File: src/rtl/logic_gate_pipe_pkg.sv
// Gate-select encoding and the per-bit gate function shared by the pipe datapath.
// Every gate is purely bitwise, so the function is defined on a single bit and replicated across the word.
package logic_gate_pipe_pkg;

    localparam int OP_W = 3;

    typedef logic [OP_W-1:0] op_t;

    typedef enum logic [OP_W-1:0] {
        OP_NOT  = 3'd0,
        OP_BUF  = 3'd1,
        OP_AND  = 3'd2,
        OP_OR   = 3'd3,
        OP_XOR  = 3'd4,
        OP_NAND = 3'd5,
        OP_NOR  = 3'd6,
        OP_XNOR = 3'd7
    } gate_op_e;

    // NOT and BUF look only at operand A.
    function automatic logic logic_gate_eval(input op_t op, input logic a, input logic b);
        logic r;
        r = a;
        case (op)
            OP_NOT:  r = ~a;
            OP_BUF:  r = a;
            OP_AND:  r = a & b;
            OP_OR:   r = a | b;
            OP_XOR:  r = a ^ b;
            OP_NAND: r = ~(a & b);
            OP_NOR:  r = ~(a | b);
            OP_XNOR: r = ~(a ^ b);
            default: r = a;
        endcase
        return r;
    endfunction

endpackage

File: src/rtl/logic_gate_pipe_if.sv
// Upstream beat (in_valid/in_ready/op/a/b) and downstream result (out_valid/out_ready/y) of the gate pipe.
// master = the environment driving beats and sinking results; slave = the pipe itself.
interface logic_gate_pipe_if #(
    parameter int WIDTH = 8
);
    import logic_gate_pipe_pkg::*;

    logic             in_valid;
    logic             in_ready;
    op_t              op;
    logic [WIDTH-1:0] a;
    logic [WIDTH-1:0] b;
    logic             out_valid;
    logic             out_ready;
    logic [WIDTH-1:0] y;

    modport master (
        output in_valid, op, a, b, out_ready,
        input  in_ready, out_valid, y
    );

    modport slave (
        input  in_valid, op, a, b, out_ready,
        output in_ready, out_valid, y
    );

endinterface

File: src/rtl/logic_gate_pipe_stage.sv
// One pipe slot: valid bit plus data word, both updated only when the slot advances.
// Data is kept on bubble loads so y does not toggle while the slot is empty.
module logic_gate_pipe_stage #(
    parameter int WIDTH = 8
) (
    input  logic             clk,
    input  logic             rst_n,
    input  logic             i_load,
    input  logic             i_vld,
    input  logic [WIDTH-1:0] i_dat,
    output logic             o_vld,
    output logic [WIDTH-1:0] o_dat
);

    logic             r_vld;
    logic [WIDTH-1:0] r_dat;

    always_ff @(posedge clk or negedge rst_n) begin
        if (!rst_n) begin
            r_vld <= 1'b0;
            r_dat <= '0;
        end else if (i_load) begin
            r_vld <= i_vld;
            if (i_vld) begin
                r_dat <= i_dat;
            end
        end
    end

    assign o_vld = r_vld;
    assign o_dat = r_dat;

endmodule

File: src/rtl/logic_gate_pipe.sv
// Bitwise gate unit (NOT..XNOR) evaluated at the input and carried through STAGES slots; latency STAGES cycles.
// Ready ripples combinationally from out_ready to in_ready; bubbles collapse, so in_ready drops only when every slot is full.
module logic_gate_pipe
    import logic_gate_pipe_pkg::*;
#(
    parameter int WIDTH  = 8,
    parameter int STAGES = 2,
    parameter int CNT_W  = 16
) (
    input  logic               clk,
    input  logic               rst_n,
    logic_gate_pipe_if.slave   bus,
    output logic [CNT_W-1:0]   done_cnt
);

    logic [WIDTH-1:0]  w_gate;
    logic [STAGES-1:0] w_vld;
    logic [STAGES-1:0] w_adv;
    logic [WIDTH-1:0]  w_dat [STAGES];
    logic              w_xfer;
    logic [CNT_W-1:0]  r_done_cnt;

    for (genvar i = 0; i < WIDTH; i++) begin : g_bit
        assign w_gate[i] = logic_gate_eval(bus.op, bus.a[i], bus.b[i]);
    end

    // Slot k may advance when it, or any slot after it, is empty, or the sink is taking the head.
    // Written in closed form to keep the ready path free of bit-level self reference.
    for (genvar k = 0; k < STAGES; k++) begin : g_adv
        assign w_adv[k] = ~(&w_vld[STAGES-1:k]) | bus.out_ready;
    end

    for (genvar k = 0; k < STAGES; k++) begin : g_stage
        logic             w_src_vld;
        logic [WIDTH-1:0] w_src_dat;

        if (k == 0) begin : g_head
            assign w_src_vld = bus.in_valid;
            assign w_src_dat = w_gate;
        end else begin : g_body
            assign w_src_vld = w_vld[k-1];
            assign w_src_dat = w_dat[k-1];
        end

        logic_gate_pipe_stage #(
            .WIDTH (WIDTH)
        ) u_stage (
            .clk    (clk),
            .rst_n  (rst_n),
            .i_load (w_adv[k]),
            .i_vld  (w_src_vld),
            .i_dat  (w_src_dat),
            .o_vld  (w_vld[k]),
            .o_dat  (w_dat[k])
        );
    end

    assign bus.in_ready  = w_adv[0];
    assign bus.out_valid = w_vld[STAGES-1];
    assign bus.y         = w_dat[STAGES-1];

    assign w_xfer = w_vld[STAGES-1] & bus.out_ready;

    always_ff @(posedge clk or negedge rst_n) begin
        if (!rst_n) begin
            r_done_cnt <= '0;
        end else if (w_xfer) begin
            r_done_cnt <= r_done_cnt + CNT_W'(1);
        end
    end

    assign done_cnt = r_done_cnt;

endmodule

File: src/flat_wrapper.sv
// flat-port wrapper written by rule: the top's interface ports become plain ports
module logic_gate_pipe_flat import logic_gate_pipe_pkg::*;
#(
    parameter int WIDTH  = 8,
    parameter int STAGES = 2,
    parameter int CNT_W  = 16
)
  (clk, rst_n, done_cnt, bus_in_valid, bus_op, bus_a, bus_b, bus_out_ready, bus_in_ready, bus_out_valid, bus_y);
  logic_gate_pipe_if #(.WIDTH(WIDTH)) bus_i ();
  input  logic clk;
  input  logic rst_n;
  output logic [CNT_W-1:0] done_cnt;
  input wire logic [$bits(bus_i.in_valid)-1:0] bus_in_valid;
  input wire logic [$bits(bus_i.op)-1:0] bus_op;
  input wire logic [$bits(bus_i.a)-1:0] bus_a;
  input wire logic [$bits(bus_i.b)-1:0] bus_b;
  input wire logic [$bits(bus_i.out_ready)-1:0] bus_out_ready;
  output wire logic [$bits(bus_i.in_ready)-1:0] bus_in_ready;
  output wire logic [$bits(bus_i.out_valid)-1:0] bus_out_valid;
  output wire logic [$bits(bus_i.y)-1:0] bus_y;
  assign bus_i.in_valid = bus_in_valid;
  assign bus_i.op = bus_op;
  assign bus_i.a = bus_a;
  assign bus_i.b = bus_b;
  assign bus_i.out_ready = bus_out_ready;
  assign bus_in_ready = bus_i.in_ready;
  assign bus_out_valid = bus_i.out_valid;
  assign bus_y = bus_i.y;
  logic_gate_pipe #(.WIDTH(WIDTH), .STAGES(STAGES), .CNT_W(CNT_W)) u_core (.clk(clk), .rst_n(rst_n), .bus(bus_i), .done_cnt(done_cnt));
endmodule
File: config.mk
export PLATFORM = sky130hd
export DESIGN_NAME = logic_gate_pipe_flat
export DESIGN_NICKNAME = d
export VERILOG_FILES = /design/src/rtl/logic_gate_pipe_pkg.sv /design/src/rtl/logic_gate_pipe_if.sv /design/src/rtl/logic_gate_pipe_stage.sv /design/src/rtl/logic_gate_pipe.sv /design/src/flat_wrapper.sv
export SDC_FILE = /design/constraint.sdc
export NUM_CORES = 1
export LEC_CHECK = 0
export ABC_AREA = 1
export BUFFER_PORTS_ARGS = -buffer_cell sky130_fd_sc_hd__clkbuf_2
export CAP_MARGIN = 10
export CORE_MARGIN = 1.5
export CORE_UTILIZATION = 55
export DETAILED_ROUTE_END_ITERATION = 6
export GPL_TIMING_DRIVEN = 0
export HOLD_SLACK_MARGIN = 0.08
export PLACE_DENSITY = 0.91
export SLEW_MARGIN = 40
export SYNTH_ARGS = -nofsm -noshare
export SYNTH_HDL_FRONTEND = slang
export SYNTH_SLANG_ARGS = --single-unit
export TNS_END_PERCENT = 10
File: constraint.sdc
create_clock -name clk -period 1.4 [get_ports clk]
set_input_delay 0.14 -clock clk [delete_from_list [all_inputs] [get_ports clk]]
set_output_delay 0.14 -clock clk [all_outputs]
set_load 0.05 [all_outputs]
Word level (Yosys, flattened, before mapping)
Cells that the tools add are included.
Storage, ports and cells
  flip-flop bits (word level): 34
  bits of input ports: 23
  output and inout port bits: 26
  word-level logic and storage cells: 86
Operators by class
  $add $sub $neg: 1
  eq/ne operators: 7
  mux-type cells: 8
  bitwise gates (word level): 61
  reductions and logical operators: 4
Operators by type and width (number)
  $pmux W1 S8: 8
  $not A1 Y1: 34
  $add A16 B1 Y16 const B: 1
  $eq A3 B3 Y1 const B: 4
  $or A1 B1 Y1: 10
  $and A1 B1 Y1: 9
  $xor A1 B1 Y1: 8
  $eq A3 B2 Y1 const B: 2
  $reduce_and A2 Y1: 3
  $eq A3 B1 Y1 const B: 1
  $logic_not A3 Y1: 1

Logic depth before layout (Yosys ltp)
Gate-level depths: netlist of run 1.
  depth after elaboration: 4
  depth in mapped cells: 10

Cells and area by module
Synthesis of run 1 repeated with hierarchy kept, for this count alone.
Unflattened totals
  cells, all modules: 329
  area, all modules: 2432.3 um2
Modules (own cells, without submodules)
  logic_gate_pipe: times used 1, cells an instance 253, area an instance 1664.1 um2, seq. area each 400.4 um2
  logic_gate_pipe_stage: times used 2, cells an instance 38, area an instance 384.1 um2, seq. area each 225.2 um2

Worst setup path after synthesis of run 1
OpenSTA, ideal clock, no wires.
  path type: register -> register
  start: register u_core.g_stage[1].u_stage.r_vld
  end: register u_core.g_stage[0].u_stage.r_dat[7]
  library setup time: 0.117 ns
  data arrival time: 1.898 ns
  data required time: 1.283 ns
  setup slack: -0.614 ns
  cell stages (with the launch flop): 7
  clock period less this slack: 2.014 ns
  path through: dfrtp_1 nand3_1 nand2_2 buf_2 a21oi_1 nand2_1 nand2_1
On the way
  longest elaborated chain between the ends: 4
RTL lines
  start: declaration: line logic_gate_pipe_stage.sv:15  | logic r_vld;
  start signal: assignment: line logic_gate_pipe_stage.sv:23  | r_vld <= i_vld;
  $reduce_and A2 Y1: line logic_gate_pipe.sv:30  | assign w_adv[k] = ~(&w_vld[STAGES-1:k]) | bus.out_ready;
  $not A1 Y1: line logic_gate_pipe.sv:30
  $or A1 B1 Y1: line logic_gate_pipe.sv:30
  via bus_in_ready: line flat_wrapper.sv:18  | output wire logic [$bits(bus_i.in_ready)-1:0] bus_in_ready;
  $reduce_and A2 Y1 (no line)
  end signal: assignment: line logic_gate_pipe_stage.sv:25  | r_dat <= i_dat;
  end: declaration: line logic_gate_pipe_stage.sv:16  | logic [WIDTH-1:0] r_dat;
The timed path passes the listed nets, and every way through them passes these cells.
A chain may end at the register's enable or synchronous reset.

Worst setup path after layout of run 1
  start: register u_core.r_done_cnt[5] (netlist: u_core.done_cnt[5])
  end: register u_core.r_done_cnt[15] (netlist: u_core.done_cnt[15])
On the way
  longest elaborated chain between the ends: 1
RTL lines
  start: declaration: line logic_gate_pipe.sv:21  | logic [CNT_W-1:0] r_done_cnt;
  start signal: assignment: line logic_gate_pipe.sv:68  | r_done_cnt <= r_done_cnt + CNT_W'(1);
  $add A16 B1 Y16: line logic_gate_pipe.sv:68
No other way between the ends.

==> results of run 1 <==
synth_stat cells, types with 2 or more instances:
master	number
nand2_1	103
inv_1	54
dfrtp_1	34
nor2_1	29
nand4_1	28
ha_1	17
nand3_1	9
o21ai_0	9
a21oi_1	8
mux2_2	8
xor2_1	7
buf_2	5
buf_4	3
nor2_2	3
xnor2_1	3
inv_2	2
sequential cells by signal, indices dropped and copies added (netlist names):
signal / cells
u_core.done_cnt: 16
u_core.g_stage.u_stage.o_dat: 16
u_core.g_stage.u_stage.o_vld: 2
how the worst max path moves through the flow:
stage	start	end	slack [ns]	depth (start not counted)
after detailed placement	u_core.g_stage[1].u_stage.o_vld$_DFFE_PN0N_	u_core.done_cnt[15]$_DFFE_PN0P_	-0.02	7
after global routing	u_core.done_cnt[5]$_DFFE_PN0P_	u_core.done_cnt[15]$_DFFE_PN0P_	-0.06	7
after floorplan	u_core.done_cnt[1]$_DFFE_PN0P_	u_core.done_cnt[14]$_DFFE_PN0P_	-0.05	8
final	u_core.done_cnt[5]$_DFFE_PN0P_	u_core.done_cnt[15]$_DFFE_PN0P_	0.03	7
after global placement	u_core.g_stage[1].u_stage.o_vld$_DFFE_PN0N_	u_core.g_stage[1].u_stage.o_dat[3]$_DFFE_PN0P_	0.09	3
after CTS	u_core.g_stage[1].u_stage.o_vld$_DFFE_PN0N_	u_core.done_cnt[15]$_DFFE_PN0P_	0.02	7
worst max-delay path: stages (launching register included):
cell and delay (ns):
dfrtp_2 0.40, nand2_1 0.14, nor2_4 0.19, nand2_1 0.11, nor2_4 0.18, nand3_1 0.12, nand2_1 0.08, nand2_1 0.05
routing by layer:
metal,track usage,up-vias,part of all wire
met2,0.4002,90,0.49
met1,0.3282,1100,0.43
met4,0.09804,0,0.021
li1,-,1162,-
met5,0,-,0
met3,0.04708,17,0.057
cell type report:
type | instances | share of cell area
Clock buffer | 8 | 0.03740
Sequential cell | 34 | 0.2928
Buffer | 8 | 0.01700
Inverter | 56 | 0.07140
Tap cell | 50 | 0.02125
Timing Repair Buffer | 53 | 0.1020
Multi-Input combinational cell | 231 | 0.4581
what timing repair did:
item,4_1_cts,5_1_grt
pin swaps,0,2
buffers inserted,0,3
hold buffers,1,0
endpoints found under the hold margin,34,0
setup endpoints to repair,2,12
resized for setup,1,4
report_power, final:
part	internal [mW]	switching [mW]	leakage, nW	total (mW)
combinational	0.474	1.13	1.24	1.61
sequential	1.22	0.217	0.421	1.44
clock	0.496	0.352	0.0575	0.848
cell families (layout without fill, tap and decap cells):
logic type      count (synthesis)  count (layout)
simple gates                  178             178
flops                          34              34
xor+xnor                       10              10
buf+inv                        64             125
compound gates                 18              18
fa+ha+maj                      17              17
mux                             8               8
==> impl_metrics.ini, run 1 <==
[run_status]
status = finished clean

[synthesis]
synth_cell_type_count = 23
synthAdderAreaFrac = 0.08929
ys_seq_elements = 34
synth_top_family_by_area = simple AND/OR/NAND/NOR gates
ys.flop_type = dfrtp_1
synth_nets = 369
yosys.area_share.simple = 0.3319
synth.area.mux_share = 0.03782
synth-compound-area-share = 0.03887
synth.avg_cell_area_um2 = 7.241
synth_xor_area_frac = 0.03676
synth-async-reset-ratio = 1.000
synth_edf_count = 0
synth_top_area_frac = 0.3571
synth_area_um2 = 2382
postSynthCellCount = 329
ys_seq_area_frac = 0.3571
synth_area_leaders = dfrtp_1 (36%), nand2_1 (16%), ha_1 (8.9%)
yosysWarnings = 0
synth_top_area_cell = dfrtp_1

[floorplanning]
rows = 23
start_util = 0.5830
die_w_um = 68.82
fp.dieH_um = 68.82
die-area_um2 = 4736
core_area_um2 = 4086
io_pins = 49

[finish]
final_nets = 429
nFillCells = 317
area_growth_pct = 23.58
final_common_cell = nand2_1
mostFrequentLayoutCells = nand2_1 (102), inv_1 (54), clkbuf_2 (46)
fin_cells = 440
fin_util = 0.7205
multi_input_area_um2 = 1349
regArea_um2 = 862.1
final_area_um2 = 2944
drive_gt1_frac = 0.2615
diodes = 0

[sta]
rsz0062_at_grt = yes
hold_viol_final = 0
layout_min_cycle_time_ns = 1.366
slew-limit-headroom = 0.7251
fmax_ghz = 0.7318
min_period_over_period = 0.9761
fin_ws_ns = 0.03352
worst_pin_slew_ns = 0.4112
fin_worst_skew_ns = 0.007423
setup_viol = 0
maxSlewViolCount = 0
setup_tns_ns = 0
timing.hold.ws_ns = 0.1901

[clocking]
cts_root_buffer = clkbuf_8
numCtsBuffers = 5
insertion_delay_ns = 0.29
numClockSinks = 34
htree_levels = 2
cts_tree = yes
clkTransAtPathRegs_ns = 0.07
clockBufferDepth = 2

[pwr]
ir_drop_v = 0.001020
power_mw = 3.892
power.leakage_nw = 1.717
powerDensity_nw_per_um2 = 1322

[placed_design]
post-place-cells = 427
portBuffers = 48
dp_slack_ns = -0.01801
gp_congestion = 0.8295
post-dp-hpwl_mm = 3.953
place_area_um2 = 2756

[detailed_routing]
via_count = 2369
dr.first_iter.drc_count = 178
avgViaCountPerCell = 5.384
wire_per_inst_um = 13.09
postRouteAntennaNets = 0
drc_errors = 0
drt_first_pass_iters = 4
drt-total-wl_mm = 5.759

[grt]
antenna_found_initial = 0
grt_usage = 0.2480
grt_max_degree = 35
grt_pass1_wl_mm = 8.700
grt_pass1_vias = 2014
overflow = 0

[worst_setup_path]
r2r_end = u_core.done_cnt[15]$_DFFE_PN0P_
cp_max_fo = 7
worstSetupEndpointType = register
worstPathArrival_ns = 1.55
critPathLaunchType = register
critPathRequiredTime_ns = 1.58
ff2ff_setup_slack_ns = 0.03
reg2reg_from = u_core.done_cnt[5]$_DFFE_PN0P_
worst-setup-path-type = register to register
reg2reg_depth = 7

[hold_path]
worstHoldPathCells = 4
hold_class = input port to register
hp-start = bus_a[0]
hold_end = u_core.g_stage[0].u_stage.o_dat[0]$_DFFE_PN0P_

[run]
maxCapViolCount = 0
Note: power is estimated with default switching activity, not from simulation.
==> inputs of run 2 (changes only) <==
- CORE_UTILIZATION: 55 -> 45
- PLACE_DENSITY: 0.91 -> 0.79
==> run 2 against run 1 <==
Against the previous run: sequential cell count unchanged; clock skew down 0.0052 ns; sequential power about the same; routed wire length down 7.8%; utilization down 15 points; clock power down 23%; sequential share of layout area up 0.29 points; critical path depth down 4; via count down 3.9%; die area up 21%; cell count up 4.1%; hold slack better by 0.0039 ns; critical endpoint is now u_core.g_stage[1].u_stage.o_dat[2]$_DFFE_PN0P_; largest cell class unchanged.
==> impl_metrics.ini, run 2 (same netlist as run 1, synthesis figures left out) <==
[pwr]
ir_drop_v = 0.0008868
power.leakage_nw = 1.694
power_mw = 3.644
powerDensity_nw_per_um2 = 1250

[worst_setup_path]
cp_common_cell = nand2_1
worstPathArrival_ns = 1.49
worst-setup-path-type = register to register
cpLargestDelayFamily = flip-flops
cp_max_fo = 9
worstSetupEndpointType = register
critPathRequiredTime_ns = 1.56
crit_chain = nand2_1 -> nand2_1 -> mux2_2
critPathMaxStageDelay_ns = 0.42
cp_slowest_cell = dfrtp_2
critPathLaunchType = register
critPathBufInv = 0

[detailed_routing]
drt-total-wl_mm = 5.308
postRouteAntennaNets = 0
drt_first_pass_iters = 4
dr.first_iter.drc_count = 113
avgViaCountPerCell = 4.972
drc_errors = 0
via_count = 2277
wire_per_inst_um = 11.59

[finish]
area_growth_pct = 22.37
final_common_cell = nand2_1
final_area_um2 = 2915
mostFrequentLayoutCells = nand2_1 (102), inv_1 (54), clkbuf_2 (46)
diodes = 0
final_nets = 428
drive_gt1_frac = 0.2500

[clocking]
cts_root_buffer = clkbuf_8
numClockSinks = 34
numCtsBuffers = 5
clkTransAtPathRegs_ns = 0.06
cts_tree = yes
insertion_delay_ns = 0.28
htree_levels = 2
clockBufferDepth = 2

[placed_design]
dp_slack_ns = 0.04766
gp_congestion = 0.8708
place_area_um2 = 2781
post-dp-hpwl_mm = 3.938
portBuffers = 48

[grt]
grt_pass1_vias = 1908
grt_max_degree = 35
grt_pass1_wl_mm = 8.335
antenna_found_initial = 0
overflow = 0
grt_usage = 0.1890

[run_status]
status = finished clean

[sta]
layout_min_cycle_time_ns = 1.324
slew-limit-headroom = 0.6978
fin_worst_skew_ns = 0.002196
hold_viol_final = 0
fmax_ghz = 0.7555
fin_ws_ns = 0.07637
setup_viol = 0
min_period_over_period = 0.9454
maxSlewViolCount = 0
worst_pin_slew_ns = 0.4533

[floorplanning]
start_util = 0.4664
io_pins = 49
fp.dieH_um = 75.76
core_area_um2 = 5107
rows = 26
die-area_um2 = 5740
die_w_um = 75.76

[hold_path]
hold_class = input port to register

[run]
maxCapViolCount = 0
[run 2: worst register-to-register path, cell delays in order, from the launching register on]
cell and delay, ns:
dfrtp_2 0.42, nand2_1 0.08, nand2_1 0.32, mux2_2 0.39
[run 2: stage by stage]
stage	util	hold slack, ns	instances	TNS [ns]
finish	0.5708	0.1940	458	0
global route	0.5708	0.2029	458	-0.008143
CTS	0.5615	0.1865	455	0
detailed placement	0.5446	0.2854	447	0
global placement	0.5446	0.2713	447	0
floorplan	-	-0.1556	329	-0.1328
[run 2: path summary, 6_finish.rpt]
path,start,end,slack [ns],cells after the start
min reg2reg,u_core.g_stage[0].u_stage.o_dat[6]$_DFFE_PN0P_,u_core.g_stage[0].u_stage.o_dat[6]$_DFFE_PN0P_,0.48,2
max in group asynchronous,rst_n,u_core.g_stage[0].u_stage.o_dat[0]$_DFFE_PN0P_,0.62,3
max,u_core.g_stage[1].u_stage.o_vld$_DFFE_PN0N_,u_core.g_stage[1].u_stage.o_dat[2]$_DFFE_PN0P_,0.08,3
min,bus_a[5],u_core.g_stage[0].u_stage.o_dat[5]$_DFFE_PN0P_,0.19,4
min in group asynchronous,rst_n,u_core.done_cnt[5]$_DFFE_PN0P_,0.35,2
max reg2reg,u_core.g_stage[1].u_stage.o_vld$_DFFE_PN0N_,u_core.g_stage[1].u_stage.o_dat[2]$_DFFE_PN0P_,0.08,3
[run 2: what timing repair did]
item                       4_1_cts  5_1_grt
resized for setup                0        3
hold endpoints to repair        34        0
hold buffers                     1        0
setup endpoints to repair        0       12
setup buffers                    0        2
[run 2: cell type report]
type,instances,area (µm²)
plain buffers,8,50.05
multi-input cells,231,1334
well taps,70,87.58
inverters,56,210.2
flip-flops and latches,34,862.1
repair buffers,52,295.3
fillers,484,2192
clock buffers,7,76.32
[run 2: per-layer routing]
| layer | wire length [µm] | track usage | vias to the layer above | part of all wire |
|---|---|---|---|---|
| met4 | 77 | 0.05952 | 0 | 0.015 |
| met2 | 2706 | 0.3324 | 62 | 0.51 |
| met1 | 2274 | 0.2364 | 1050 | 0.43 |
| li1 | - | - | 1157 | - |
| met5 | 0 | 0 | - | 0 |
| met3 | 249 | 0.03042 | 8 | 0.047 |
[run 2: where the power goes]
part           internal [mW]  total [mW]  switching (mW)
Clock                  0.342       0.651           0.310
Sequential              1.22        1.42           0.203
Combinational          0.467        1.57            1.10
Total                   2.03        3.64            1.61
==> inputs of run 3 (changes only) <==
- CORE_UTILIZATION: 45 -> 40
- PLACE_DENSITY: 0.79 -> 0.72
==> run 3 against run 2 <==
Against the previous run: count of clock-buffer cells in the layout shrank 1; critical endpoint is now bus_in_ready; design area increased by 3.4%; routed wire length up 4.5%; sequential cell count did not move; largest cell class unchanged.
==> impl_metrics.ini, run 3 (same netlist as run 1, synthesis figures left out) <==
[clocking]
numClockSinks = 34
htree_levels = 2
clockBufferDepth = 2
insertion_delay_ns = 0.28
numCtsBuffers = 5
cts_tree = yes
cts_root_buffer = clkbuf_8
clkTransAtPathRegs_ns = 0.08

[worst_setup_path]
cp_num_cells = 3
worst-setup-path-type = register to output port
worstPathArrival_ns = 1.19
cp_slowest_cell = dfrtp_2
ff2ff_setup_slack_ns = 0.09
critPathLaunch = u_core.g_stage[1].u_stage.o_vld$_DFFE_PN0N_
critPathBufInv = 2
worstSetupEndpointType = output port
reg2reg_depth = 8
reg2reg_from = u_core.done_cnt[1]$_DFFE_PN0P_
cp_max_fo = 4
crit_end = bus_in_ready
r2r_end = u_core.done_cnt[14]$_DFFE_PN0P_
critPathRequiredTime_ns = 1.26
critPathLaunchType = register
critPathMaxStageDelay_ns = 0.45
crit_chain = buf_4 -> nand3_4 -> clkbuf_4
cpLargestDelayFamily = flip-flops

[floorplanning]
io_pins = 49
die_w_um = 80.18
rows = 27
start_util = 0.4223
core_area_um2 = 5642
fp.dieH_um = 80.18
die-area_um2 = 6428

[finish]
final_nets = 429
mostFrequentLayoutCells = nand2_1 (100), inv_1 (54), clkbuf_2 (47)
fin_util = 0.5345
final_common_cell = nand2_1
area_growth_pct = 26.58
final_area_um2 = 3015
diodes = 0
drive_gt1_frac = 0.2692

[grt]
overflow = 0
grt_max_degree = 22
grt_pass1_vias = 2126
grt_usage = 0.1842
grt_pass1_wl_mm = 9.446
antenna_found_initial = 0

[sta]
setup_tns_ns = 0
min_period_over_period = 0.9513
fin_worst_skew_ns = 0.008997
worst_pin_slew_ns = 0.4210
timing.hold.ws_ns = 0.1839
maxSlewViolCount = 0
setup_viol = 0
layout_min_cycle_time_ns = 1.332
fmax_ghz = 0.7509
slew-limit-headroom = 0.7185
hold_viol_final = 0
rsz0062_at_grt = no

[detailed_routing]
drc_errors = 0
drt-total-wl_mm = 5.546
postRouteAntennaNets = 0
dr.first_iter.drc_count = 148
drt_first_pass_iters = 4
via_count = 2278
wire_per_inst_um = 12.00
avgViaCountPerCell = 4.931

[pwr]
power.leakage_nw = 1.734
ir_drop_v = 0.001046
powerDensity_nw_per_um2 = 1364

[hold_path]
hp-start = bus_out_ready
hold_class = input port to register
worstHoldPathCells = 3

[run_status]
status = finished clean

[placed_design]
portBuffers = 48
post-dp-hpwl_mm = 4.033
place_area_um2 = 2811
gp_congestion = 0.8114

[run]
maxCapViolCount = 0
==> run 3: changes by cell type in the layout (fill, tap and decap cells not counted), sizes merged <==
cell and delta:
bufinv +2
==> run 3: stage by stage <==
stage,std cells,power [mW],setup slack [ns]
6_report,462,4.112,0.06819
5_1_grt,462,4.351,0.004300
4_1_cts,459,4.088,0.01273
3_5_place_dp,450,2.963,0.03410
3_3_place_gp,449,2.920,0.09085
2_1_floorplan,329,2.549,-0.05041
==> run 3: repair_timing <==
item | 4_1_cts | 5_1_grt
setup endpoints to repair | 0 | 14
gates resized for setup | 0 | 9
endpoints found under the hold margin | 13 | 0
hold buffers | 1 | 0
buffers inserted | 0 | 3
==> run 3: per-layer routing <==
layer	vias to the layer above	global-route usage	routed length [µm]	part of all wire
met3	4	0.04091	293	0.053
met4	0	0.02586	31	0.0056
met5	-	0	0	0
li1	1163	-	-	-
met2	67	0.3160	2671	0.48
met1	1044	0.2420	2548	0.46
==> run 3: power breakdown <==
group	internal (mW)	leakage [nW]	total, mW	switching [mW]
Clock	0.760	0.0714	1.12	0.360
Combinational	0.463	1.24	1.57	1.11
Sequential	1.22	0.421	1.42	0.203
==> run 3: final cells by class <==
cell class                 count  area, µm²
clock inverter                 2      60.06
buffer                         8      50.05
sequential                    34      862.1
clock buffer                   6      82.58
inverter                      56      210.2
multi-input combinational    231       1358
fill                         524       2626
tap                           72      90.09
timing repair buffer          53      302.8
==> run 3: worst min path at each step <==
stage	to
2_1_floorplan	u_core.done_cnt[0]$_DFFE_PN0P_
3_3_place_gp	u_core.done_cnt[0]$_DFFE_PN0P_
3_5_place_dp	u_core.done_cnt[0]$_DFFE_PN0P_
4_1_cts	u_core.done_cnt[2]$_DFFE_PN0P_
5_1_grt	u_core.done_cnt[2]$_DFFE_PN0P_
6_report	u_core.done_cnt[2]$_DFFE_PN0P_
==> run 3: worst min-delay path, stage by stage <==
cell	delay, ns
clkbuf_2	0.12
nand3_4	0.12
xnor2_1	0.06
